<file path="src/rtl/move_request_ctrl.sv">
// move_request_ctrl: collects from/to squares, resolves the moving piece slot and hands the
// move to the board update stage. Optional feature macro: MOVE_REQ_OWN_CAPTURE_CHECK_EN.
module move_request_ctrl #(
  parameter int unsigned DONE_TIMEOUT = 8
) (
  input  logic        clk,
  input  logic        RST,
  input  logic        sq_valid,
  input  logic [5:0]  sq,
  input  logic        cancel,
  input  logic        player,
  input  logic [95:0] location_vectors_w,
  input  logic [95:0] location_vectors_b,
  input  logic [15:0] alive_vectors_w,
  input  logic [15:0] alive_vectors_b,
  input  logic        upd_done,
  output logic        upd_en,
  output logic [3:0]  piece_number,
  output logic [5:0]  move_input,
  output logic        move_player,
  output logic        busy,
  output logic        move_ok,
  output logic        err_valid,
  output logic [2:0]  err_code,
  output logic [2:0]  dbg_state
);

  typedef enum logic [2:0] {
    StWaitFrom = 3'd0,
    StScanFrom = 3'd1,
    StWaitTo   = 3'd2,
    StScanTo   = 3'd3,
    StIssue    = 3'd4,
    StWaitDone = 3'd5
  } state_e;

  localparam logic [2:0] ErrNone     = 3'd0;
  localparam logic [2:0] ErrNoPiece  = 3'd1;
  localparam logic [2:0] ErrNullMove = 3'd3;
  localparam logic [2:0] ErrTimeout  = 3'd4;
`ifdef MOVE_REQ_OWN_CAPTURE_CHECK_EN
  localparam logic [2:0] ErrOwnCapture = 3'd2;
  logic [5:0] to_sq_q, to_sq_d;
`endif

  state_e     state_q, state_d;
  logic [3:0] cnt_q, cnt_d;
  logic       found_q, found_d;
  logic [5:0] from_sq_q, from_sq_d;
  logic [7:0] tcnt_q, tcnt_d;
  logic [3:0] piece_q, piece_d;
  logic [5:0] move_input_q, move_input_d;
  logic       move_player_q, move_player_d;
  logic       upd_en_q, upd_en_d;
  logic       busy_q, busy_d;
  logic       move_ok_q, move_ok_d;
  logic       err_valid_q, err_valid_d;
  logic [2:0] err_code_q, err_code_d;

  // Slot currently under the scan counter, taken from the side latched at from-capture.
  logic [95:0] loc_vec;
  logic [15:0] alive_vec;
  logic [5:0]  slot_loc [16];
  logic [5:0]  cur_loc;
  logic        cur_alive;

  always_comb begin
    loc_vec   = move_player_q ? location_vectors_w : location_vectors_b;
    alive_vec = move_player_q ? alive_vectors_w : alive_vectors_b;
    for (int i = 0; i < 16; i++) begin
      slot_loc[i] = loc_vec[6*i +: 6];
    end
  end

  assign cur_loc   = slot_loc[cnt_q];
  assign cur_alive = alive_vec[cnt_q];

  always_comb begin
    state_d       = state_q;
    cnt_d         = cnt_q;
    found_d       = found_q;
    from_sq_d     = from_sq_q;
    tcnt_d        = tcnt_q;
    piece_d       = piece_q;
    move_input_d  = move_input_q;
    move_player_d = move_player_q;
    upd_en_d      = 1'b0;
    move_ok_d     = 1'b0;
    err_valid_d   = 1'b0;
    err_code_d    = err_code_q;
`ifdef MOVE_REQ_OWN_CAPTURE_CHECK_EN
    to_sq_d       = to_sq_q;
`endif
    unique case (state_q)
      StWaitFrom: begin
        if (sq_valid) begin
          from_sq_d     = sq;
          move_player_d = player;
          err_code_d    = ErrNone;
          cnt_d         = 4'd15;
          found_d       = 1'b0;
          state_d       = StScanFrom;
        end
      end
      StScanFrom: begin
        if (cancel) begin
          state_d = StWaitFrom;
        end else begin
          // Highest-index hit wins; later hits are ignored once found is set.
          if (cur_alive && (cur_loc == from_sq_q) && !found_q) begin
            piece_d = cnt_q;
            found_d = 1'b1;
          end
          if (cnt_q == 4'd0) begin
            if (found_q || (cur_alive && (cur_loc == from_sq_q))) begin
              state_d = StWaitTo;
            end else begin
              err_valid_d = 1'b1;
              err_code_d  = ErrNoPiece;
              state_d     = StWaitFrom;
            end
          end else begin
            cnt_d = cnt_q - 4'd1;
          end
        end
      end
      StWaitTo: begin
        if (cancel) begin
          state_d = StWaitFrom;
        end else if (sq_valid) begin
          if (sq == from_sq_q) begin
            err_valid_d = 1'b1;
            err_code_d  = ErrNullMove;
            state_d     = StWaitFrom;
          end else begin
`ifdef MOVE_REQ_OWN_CAPTURE_CHECK_EN
            to_sq_d = sq;
            cnt_d   = 4'd15;
            found_d = 1'b0;
            state_d = StScanTo;
`else
            move_input_d = sq;
            upd_en_d     = 1'b1;
            tcnt_d       = 8'd0;
            state_d      = StIssue;
`endif
          end
        end
      end
`ifdef MOVE_REQ_OWN_CAPTURE_CHECK_EN
      StScanTo: begin
        if (cancel) begin
          state_d = StWaitFrom;
        end else begin
          if (cur_alive && (cur_loc == to_sq_q)) begin
            found_d = 1'b1;
          end
          if (cnt_q == 4'd0) begin
            if (found_q || (cur_alive && (cur_loc == to_sq_q))) begin
              err_valid_d = 1'b1;
              err_code_d  = ErrOwnCapture;
              state_d     = StWaitFrom;
            end else begin
              move_input_d = to_sq_q;
              upd_en_d     = 1'b1;
              tcnt_d       = 8'd0;
              state_d      = StIssue;
            end
          end else begin
            cnt_d = cnt_q - 4'd1;
          end
        end
      end
`endif
      StIssue: begin
        tcnt_d  = 8'd0;
        state_d = StWaitDone;
      end
      StWaitDone: begin
        if (upd_done) begin
          move_ok_d = 1'b1;
          state_d   = StWaitFrom;
        end else if (tcnt_q + 8'd1 == 8'(DONE_TIMEOUT)) begin
          err_valid_d = 1'b1;
          err_code_d  = ErrTimeout;
          state_d     = StWaitFrom;
        end else begin
          tcnt_d = tcnt_q + 8'd1;
        end
      end
      default: state_d = StWaitFrom;
    endcase
    busy_d = !((state_d == StWaitFrom) || (state_d == StWaitTo));
  end

  always_ff @(posedge clk) begin
    if (RST) begin
      state_q       <= StWaitFrom;
      cnt_q         <= 4'd0;
      found_q       <= 1'b0;
      from_sq_q     <= 6'd0;
      tcnt_q        <= 8'd0;
      piece_q       <= 4'd0;
      move_input_q  <= 6'd0;
      move_player_q <= 1'b1;
      upd_en_q      <= 1'b0;
      busy_q        <= 1'b0;
      move_ok_q     <= 1'b0;
      err_valid_q   <= 1'b0;
      err_code_q    <= ErrNone;
`ifdef MOVE_REQ_OWN_CAPTURE_CHECK_EN
      to_sq_q       <= 6'd0;
`endif
    end else begin
      state_q       <= state_d;
      cnt_q         <= cnt_d;
      found_q       <= found_d;
      from_sq_q     <= from_sq_d;
      tcnt_q        <= tcnt_d;
      piece_q       <= piece_d;
      move_input_q  <= move_input_d;
      move_player_q <= move_player_d;
      upd_en_q      <= upd_en_d;
      busy_q        <= busy_d;
      move_ok_q     <= move_ok_d;
      err_valid_q   <= err_valid_d;
      err_code_q    <= err_code_d;
`ifdef MOVE_REQ_OWN_CAPTURE_CHECK_EN
      to_sq_q       <= to_sq_d;
`endif
    end
  end

  assign upd_en       = upd_en_q;
  assign piece_number = piece_q;
  assign move_input   = move_input_q;
  assign move_player  = move_player_q;
  assign busy         = busy_q;
  assign move_ok      = move_ok_q;
  assign err_valid    = err_valid_q;
  assign err_code     = err_code_q;
  assign dbg_state    = state_q;

endmodule

</file>
<file path="config.mk">
export PLATFORM = sky130hd
export DESIGN_NAME = move_request_ctrl
export DESIGN_NICKNAME = d
export VERILOG_FILES = /design/src/rtl/move_request_ctrl.sv
export SDC_FILE = /design/constraint.sdc
export NUM_CORES = 1
export LEC_CHECK = 0
export BUFFER_PORTS_ARGS = -buffer_cell sky130_fd_sc_hd__buf_2
export CORE_UTILIZATION = 35
export CTS_CLUSTER_DIAMETER = 100
export DETAILED_ROUTE_END_ITERATION = 8
export GPL_TIMING_DRIVEN = 0
export PLACE_DENSITY = 0.69
export SLEW_MARGIN = 20
export SYNTH_ARGS = -nofsm -noshare
export SYNTH_HDL_FRONTEND = slang
export SYNTH_SLANG_ARGS = --single-unit
</file>
<file path="constraint.sdc">
create_clock -name clk -period 3.72 [get_ports clk]
set_input_delay 0.186 -clock clk [delete_from_list [all_inputs] [get_ports clk]]
set_output_delay 0.186 -clock clk [all_outputs]
set_load 0.03 [all_outputs]
</file>
; ---- Word-level counts from Yosys, hierarchy flattened
; Cells that the tools add are included.
; W data, S select, Z words.
[totals]
regBits = 40
output_inout_bits = 21
inputBits = 236
wordCells = 117
[op_classes]
muxes = 52
n_reduce_logical = 21
bitwise_logic = 6
n_eq_ne = 21
order_cmp = 2
add_sub_neg = 2
[op_table]
columns = cell, count
row1 = $mux W96, 1
row2 = $mux W3, 17
row3 = $mux W8, 5
row4 = $ne A2 B2 Y1 const B, 13
row5 = $bmux W6 S4, 1
row6 = $pmux W8 S3, 1
row7 = $mux W16, 1
row8 = $pmux W3 S5, 1
row9 = $mux W1, 14
row10 = $eq A6 B6 Y1, 2
row11 = $mux W4, 3
row12 = $mux W6, 2
row13 = $pmux W3 S4, 1
row14 = $reduce_and A4 Y1, 3
row15 = $reduce_and A10 Y1, 1
row16 = $add A8 B1 Y8 const B, 1
row17 = $eq A8 B4 Y1 const B, 1
row18 = $pmux W4 S2, 1
row19 = $eq A3 B2 Y1 const B, 2
row20 = $eq A3 B3 Y1 const B, 2
row21 = $logic_not A3 Y1, 2
row22 = $reduce_and A6 Y1, 1
row23 = $ge A5 B5 Y1 const B, 1
row24 = $lt A4 B5 Y1 const B, 1
row25 = other kinds (19), 26

; ---- Logic depth before layout (Yosys ltp)
; Gate-level depths: netlist of the first run.
[logic_depth]
word_depth = 14
mapped_depth = 12
ltp_nobuf = 9

; ---- Least setup slack after synthesis of the first run
; OpenSTA, ideal clock, no wires.
[synth_timing]
kind = register to register
start = register move_player_q (netlist: move_player)
end = register found_q
arrival_time_ns = 2.783
period_less_slack_ns = 2.903
required_time_ns = 3.600
stages_incl_launch_ff = 9
n_path_buf = 2
setup_time_ns = 0.120
path_slack_ns = 0.817
path_cell_list = dfxtp_1 buf_6 buf_2 mux4_2 mux4_2 mux2_2 and4_1 and4_1 o31a_1
[synth_via]
elab_chain_len = 9
elab_cells_between_ends = 12
cone_classes = eq/ne: 2 / mux: 7 / reduce/logical: 3
[synth_lines]
columns = element, line_no
row1 = from (decl), 53  ; logic move_player_q, move_player_d;
row2 = from (signal assigned), 222  ; move_player_q <= move_player_d;
row3 = $mux W96, 68  ; loc_vec = move_player_q ? location_vectors_w : location_vectors_b;
row4 = $bmux W6 S4, 75  ; assign cur_loc = slot_loc[cnt_q];
row5 = $mux W6 (not written as such) (2 in series), 75
row6 = $eq A6 B6 Y1, 110  ; if (cur_alive && (cur_loc == from_sq_q) && !found_q) begin
row7 = $logic_and A1 B1 Y1 * (2 in series), 110
row8 = $ne A2 B2 Y1 (no line) *, -
row9 = $reduce_and A4 Y1 (no line) *, -
row10 = to (signal assigned), 217  ; found_q <= found_d;
row11 = to (decl), 48  ; logic found_q, found_d;
; Every way passes the cells marked *; elsewhere a longest branch is shown, timed or not. The select of a mux whose other input is x is not followed.
; A chain may end at the register's enable or synchronous reset.

; ---- Worst setup path in the final report of the first run
[layout_timing]
start = register cnt_q[1]
end = register piece_q[0] (netlist: piece_number[0])
[layout_via]
elab_chain_len = 8
elab_cells_between_ends = 10
cone_classes = eq/ne: 1 / mux: 5 / bitwise: 1 / reduce/logical: 3
[layout_lines]
columns = element, line_no
row1 = from (decl), 47  ; logic [3:0] cnt_q, cnt_d;
row2 = from (signal assigned), 216  ; cnt_q <= cnt_d;
row3 = $not A4 Y5 (not written as such), 75
row4 = $bmux W6 S4, 75
row5 = $mux W6 (not written as such) (2 in series), 75
row6 = $eq A6 B6 Y1, 110
row7 = $logic_and A1 B1 Y1 * (2 in series), 110
row8 = $reduce_and A3 Y1 (no line) *, -
row9 = to (signal assigned), 220  ; piece_q <= piece_d;
row10 = to (decl), 51  ; logic [3:0] piece_q, piece_d;
; Marked as above.

==> reports/qor.yml, run 1 <==
via_per_inst: 5.637
period_needed_ps: 3434
outcome: "finished, final reports clean"
setup_viol: 0
maxCapViolCount: 0
hold_viol: 0
dr.pass1.iters: 7
cp_cell_sequence: "buf_2, buf_1, mux4_2, mux2i_1, o22ai_1, nor3_1, xnor2_1, or3_4, nor3_4, mux2i_1"
cts.htree.levels: 2
antenna_found_initial: 4
max_freq_mhz: 291.2
clk_pin_slew_worst_paths_ps: 80
r2r-end: "piece_number[0]"
routed_wl_um: 16470
cts_root_buf: "clkbuf_8"
drv_slew: 0
syn_area_um2: 3929
cp_max_fo: 10
grt-ovfl-total: 0
yosysWarningCount: 0
drtIter0Drc: 268
synth-edff-count: 0
ir_drop_mv: 0.1991
final_nets: 911
synth_nets: 649
mostFrequentLayoutCells: "263 x buf_2, 46 x mux4_2, 42 x nand2_1, 40 x nor2_1, 40 x dfxtp_1"
layout_commonest_cell: "buf_2"
intPower_mw: 1.105
via_count: 4594
die_area_um2: 11650
finalSetupTns_ps: 0
critPathMostFrequentCell: "mux2i_1"
gp_congestion: 0.8922
fp.dieH_um: 108.0
reg2reg_slack_ps: 290
hold_buffers: 0
post_cts_resize_count: 0
pwr-share-comb: 0.474
critPathRequiredTime_ps: 3950
rsz0062_at_grt: "false"
synth.avg_cell_area_um2: 9.582
p_switching_mw: 0.5668
port_buffers: 255
async_flop_share: 0
max-slew-margin-rel: 0.3963
path_class: "reg -> reg"
cts_tree: "yes"
synth_flop_cell: "dfxtp_1"
grt_usage: 0.2851
hpwl_um: 14080
insertion_delay_ps: 290
initial_core_util: 0.3608
critPathSlowestCell: "buf_1"
worstSetupEndpointType: "register"
power.clock.fraction: 0.251
reg2reg_from: "cnt_q[1]"
grt_pass1_wl_um: 24620
post-route-util: 0.5072
synth_cells: 410
drive_gt1_frac: 0.5030
worstHoldEndpoint: "move_player"
p_leak_nw: 2.475
grt_start_max_net_pins: 13
hp-class: "in -> reg"
die_w_um: 108.0
numCtsBuffers: 5
arrival_ps: 3660
seq_area_frac_synth: 0.2038
r2r_cells: 10
num-fill-cells: 1052
postCtsSetupBuffers: 0
core_area_um2: 10890
p_per_area_nw_per_um2: 302.7
power_frac_seq: 0.275
clock_skew_ps: 2.380
min_delay_path_depth: 3
cts_sinks: 40
clockBufferDepth: 2
wl_per_cell_um: 20.21
register_area_um2: 800.8
route.detailed.drc: 0
synth.distinct_cells: 58
tightest_slew_ps: 898.1
grt_pass1_vias: 4687
antenna_left: 0
io_pins: 257
multi_input_comb_area_um2: 2928
fin_crit_sh: 0.9231
max_stage_delay_ps: 570
area_growth_pct: 40.57
ys_ff_latch: 40
p_sw_frac: 0.3391
rows: 38
cp-start-kind: "register"
holdCritStartpoint: "player"
## flip-flops by register name, summed over array words and instances (netlist names)
| register | cells |
|---|---|
| err_code | 3 |
| move_input | 6 |
| upd_en | 1 |
| move_ok | 1 |
| move_player | 1 |
| dbg_state | 3 |
| err_valid | 1 |
| tcnt_q | 8 |
| found_q | 1 |
| busy | 1 |
| piece_number | 4 |
| cnt_q | 4 |
| from_sq_q | 6 |
## cells in the mapped netlist, drive strengths merged (2+ instances only)
library cell	n	area share
mux2	10	0.029
inv	9	0.0086
a22oi	5	0.0096
nand4	6	0.0096
nor2b	8	0.013
a22o	3	0.0067
and4	2	0.0045
nand3	7	0.0089
o21ai	17	0.022
o211ai	4	0.0076
xnor2	7	0.016
dfxtp	40	0.20
and2	6	0.0096
o21bai	2	0.0038
xor2	5	0.011
nor3b	2	0.0038
o22ai	7	0.011
o21a	2	0.0038
a2111oi	5	0.011
mux2i	18	0.046
a31oi	5	0.0080
buf	17	0.031
mux4	51	0.30
nor2	40	0.038
nor4	9	0.014
a21o	4	0.0076
nand2	42	0.040
ha	3	0.0096
nand3b	2	0.0038
o2bb2ai	2	0.0045
a21oi	20	0.025
a311oi	2	0.0045
a211oi	5	0.011
nor3	11	0.017
nand2b	4	0.0064
or3	3	0.0061
clkbuf	13	0.012
## worst max-delay path: cells and delay by family (launching register included)
family | cells | cell delay, ps
muxes | 3 | 870
DFF | 1 | 370
AOI/OAI and AO/OA | 1 | 90
xor gates and xnor gates | 1 | 170
and+or+nand+nor | 3 | 1000
buffers and inverters | 2 | 860
## area by class of cell
class                           instances  area share
Clock inverter                          2     0.01087
Tap cell                              140     0.03172
Sequential cell                        40      0.1450
Clock buffer                            5     0.01246
Multi-Input combinational cell        330      0.5301
Antenna cell                            3    0.001359
Timing Repair Buffer                  255      0.2311
Inverter                               10    0.006797
Buffer                                 30     0.03058
## logic make-up (layout without fill, tap and decap cells)
kind of cell | count (synthesis) | after routing | share of synthesized area
xor gates and xnor gates | 12 | 12 | 0.02675
adders and majority gates | 3 | 3 | 0.009555
buffers and inverters | 40 | 302 | 0.05255
and+or+nand+nor | 147 | 147 | 0.1857
DFF | 40 | 40 | 0.2038
AOI/OAI and AO/OA | 89 | 89 | 0.1500
other | 0 | 3 | 0
muxes | 79 | 79 | 0.3717
## metal layers
layer,GRT usage,part of all wire,up-vias
met5,0,0.00079,-
met4,0.08513,0.023,2
met3,0.09825,0.10,27
met2,0.4691,0.47,261
met1,0.3512,0.41,2170
li1,-,-,2134
## power groups by stage
stage               registers [mW]  logic, mW  clock network, mW
global placement             0.470      0.771                  0
finish                       0.460      0.792              0.419
global route                 0.463      0.847              0.445
floorplan                    0.479      0.501                  0
detailed placement           0.471      0.782                  0
CTS                          0.460      0.785              0.424
## worst max-delay path by stage
stage                                 end         from  depth (start not counted)
after floorplan                   found_q  move_player                          8
after global placement    piece_number[1]     cnt_q[1]                         10
after detailed placement  piece_number[2]     cnt_q[1]                         10
after CTS                 piece_number[2]     cnt_q[1]                         10
after global routing      piece_number[2]     cnt_q[1]                         10
final                     piece_number[0]     cnt_q[1]                         10
## per-stage QoR
step	setup slack [ps]	area (µm²)	cells	hold WS [ps]	power (mW)
after floorplan	817.0	3929	410	322.0	0.9801
after global placement	361.7	5380	805	441.1	1.241
after detailed placement	312.9	5386	805	439.9	1.253
after CTS	295.5	5515	812	136.2	1.669
after global routing	25.25	5515	812	145.5	1.754
final	286.0	5523	815	131.4	1.671
(Power assumes the default switching activity.)
==> run 2: changes to the inputs <==
Settings changed: CORE_ASPECT_RATIO set to 1.1, HOLD_SLACK_MARGIN set to 0.15.
==> reports/qor.yml, run 2 (synthesis results as in run 1) <==
hpwl_um: 14780  # +5.0%
dpl_cell_area_um2: 5395  # +0.16%
hold_viol: 0  # unchanged
mostFrequentLayoutCells: "263 x buf_2, 46 x mux4_2, 42 x nand2_1, 40 x nor2_1, 40 x dfxtp_1"
core_area_um2: 10910  # +0.21%
fp.dieH_um: 113.1  # +4.8%
layout_commonest_cell: "buf_2"
period_needed_ps: 3437  # +3.355 ps
r2r-end: "piece_number[1]"
grt_usage: 0.3040  # +0.01891
antenna_left: 0  # unchanged
finalSetupTns_ps: 0  # unchanged
setup_viol: 0  # unchanged
antenna_found_initial: 2  # -2
numCtsBuffers: 5  # unchanged
hold_buffers: 0  # unchanged
p_switching_mw: 0.5844  # +3.1%
rows: 40  # +5.3%
wl_per_cell_um: 21.11  # +4.5%
grt-ovfl-total: 0  # unchanged
max_freq_mhz: 290.9  # about the same
path_class: "reg -> reg"
holdCritStartpoint: "player"
worstHoldEndpoint: "move_player"
critPathRequiredTime_ps: 3930  # -20 ps
via_per_inst: 5.575  # -1.1%
power_frac_seq: 0.277  # +0.002
die_w_um: 103.0  # -4.6%
cp-start-kind: "register"
pwr-share-comb: 0.479  # +0.005
post-route-util: 0.5072  # about the same
routed_wl_um: 17330  # +5.2%
postCtsSetupBuffers: 0  # unchanged
arrival_ps: 3640  # -20 ps
drive_gt1_frac: 0.5015  # -0.001488
dr.pass1.iters: 5  # -2
hp-class: "in -> reg"
clockBufferDepth: 2  # unchanged
rsz0062_at_grt: "false"
cts_root_buf: "clkbuf_16"
dpl_worst_slack_ps: 364.5  # +51.55 ps
p_sw_frac: 0.3499  # +0.01084
worstSetupEndpointType: "register"
initial_core_util: 0.3601  # -0.0007449
ir_drop_mv: 0.1780  # -11%
cp_max_fo: 10  # unchanged
clock_skew_ps: 5.291  # +2.911 ps
intPower_mw: 1.086  # -1.7%
grt_start_max_net_pins: 12  # -1
tightest_slew_ps: 922.9  # +24.79 ps
min_delay_path_depth: 3  # unchanged
cts_sinks: 40  # unchanged
reg2reg_slack_ps: 280  # about the same
cts.htree.levels: 2  # unchanged
drtIter0Drc: 299  # +12%
drv_slew: 0  # unchanged
post_cts_resize_count: 0  # unchanged
final_area_um2: 5534  # +0.20%
insertion_delay_ps: 280  # about the same
max-slew-margin-rel: 0.3796  # -0.01667
power.clock.fraction: 0.244  # -0.007
reg2reg_from: "cnt_q[1]"
grt_pass1_vias: 4758  # +1.5%
p_per_area_nw_per_um2: 301.8  # -0.29%
via_count: 4577  # -0.37%
p_leak_nw: 2.478  # +0.10%
top_register: "tcnt_q"
io_pins: 257  # unchanged
maxCapViolCount: 0  # unchanged
outcome: "finished, final reports clean"
area_growth_pct: 40.86
clk_pin_slew_worst_paths_ps: 60  # -20 ps
port_buffers: 255  # unchanged
setup_ws_ps: 282.6  # -3.355 ps
largest_reg_flops: 8  # unchanged
r2r_cells: 9  # -1
fin_crit_sh: 0.9240  # about the same
gp_congestion: 0.9486  # +6.3%
die_area_um2: 11650  # about the same
route.detailed.drc: 0  # unchanged
grt_pass1_wl_um: 26160  # +6.3%
cts_tree: "yes"
final_nets: 911  # unchanged
## run 2: layout make-up
class                           count  area (µm²)
Fill cell                        1110        5376
Multi-Input combinational cell    330        2928
Timing Repair Buffer              255        1276
Sequential cell                    40       800.8
Tap cell                          147       183.9
Buffer                             30       168.9
Clock buffer                        6       128.9
Inverter                           10       37.54
Clock inverter                      1       5.005
Antenna cell                        2       5.005
## run 2: worst max path at each step
stage / startpoint / end / slack [ps]
detailed placement: cnt_q[1] / piece_number[1] / 360
finish: cnt_q[1] / piece_number[1] / 280
global placement: cnt_q[1] / piece_number[0] / 430
floorplan: move_player / found_q / 820
global route: cnt_q[1] / piece_number[1] / 50
CTS: cnt_q[1] / piece_number[1] / 330
## run 2: power groups by stage
stage	clock (mW)	combinational [mW]	sequential (mW)
3_3_place_gp	0	0.779	0.471
6_report	0.407	0.800	0.463
5_1_grt	0.433	0.858	0.464
4_1_cts	0.416	0.792	0.462
3_5_place_dp	0	0.789	0.471
2_1_floorplan	0	0.501	0.479
## run 2: worst max-delay path: stages (launching register included)
cell and delay, ps:
dfxtp_1 380, buf_2 250, buf_2 350, clkbuf_1 560, nor4_1 130, nor4_1 560, xnor2_1 190, or3_4 380
nor3_4 310, mux2i_1 230
## run 2: through the flow
stage / cells / total power, mW / hold WS (ps)
5_1_grt: 821 / 1.756 / 193.4
3_3_place_gp: 812 / 1.249 / 450.0
3_5_place_dp: 812 / 1.260 / 452.1
4_1_cts: 819 / 1.671 / 168.2
6_report: 821 / 1.670 / 181.8
2_1_floorplan: 410 / 0.9801 / 322.0
## run 2: routing by layer
layer  global-route usage  share of wire
met5                    0              0
met4              0.08357          0.019
met3              0.04941          0.077
met2               0.5147           0.50
met1               0.3975           0.40
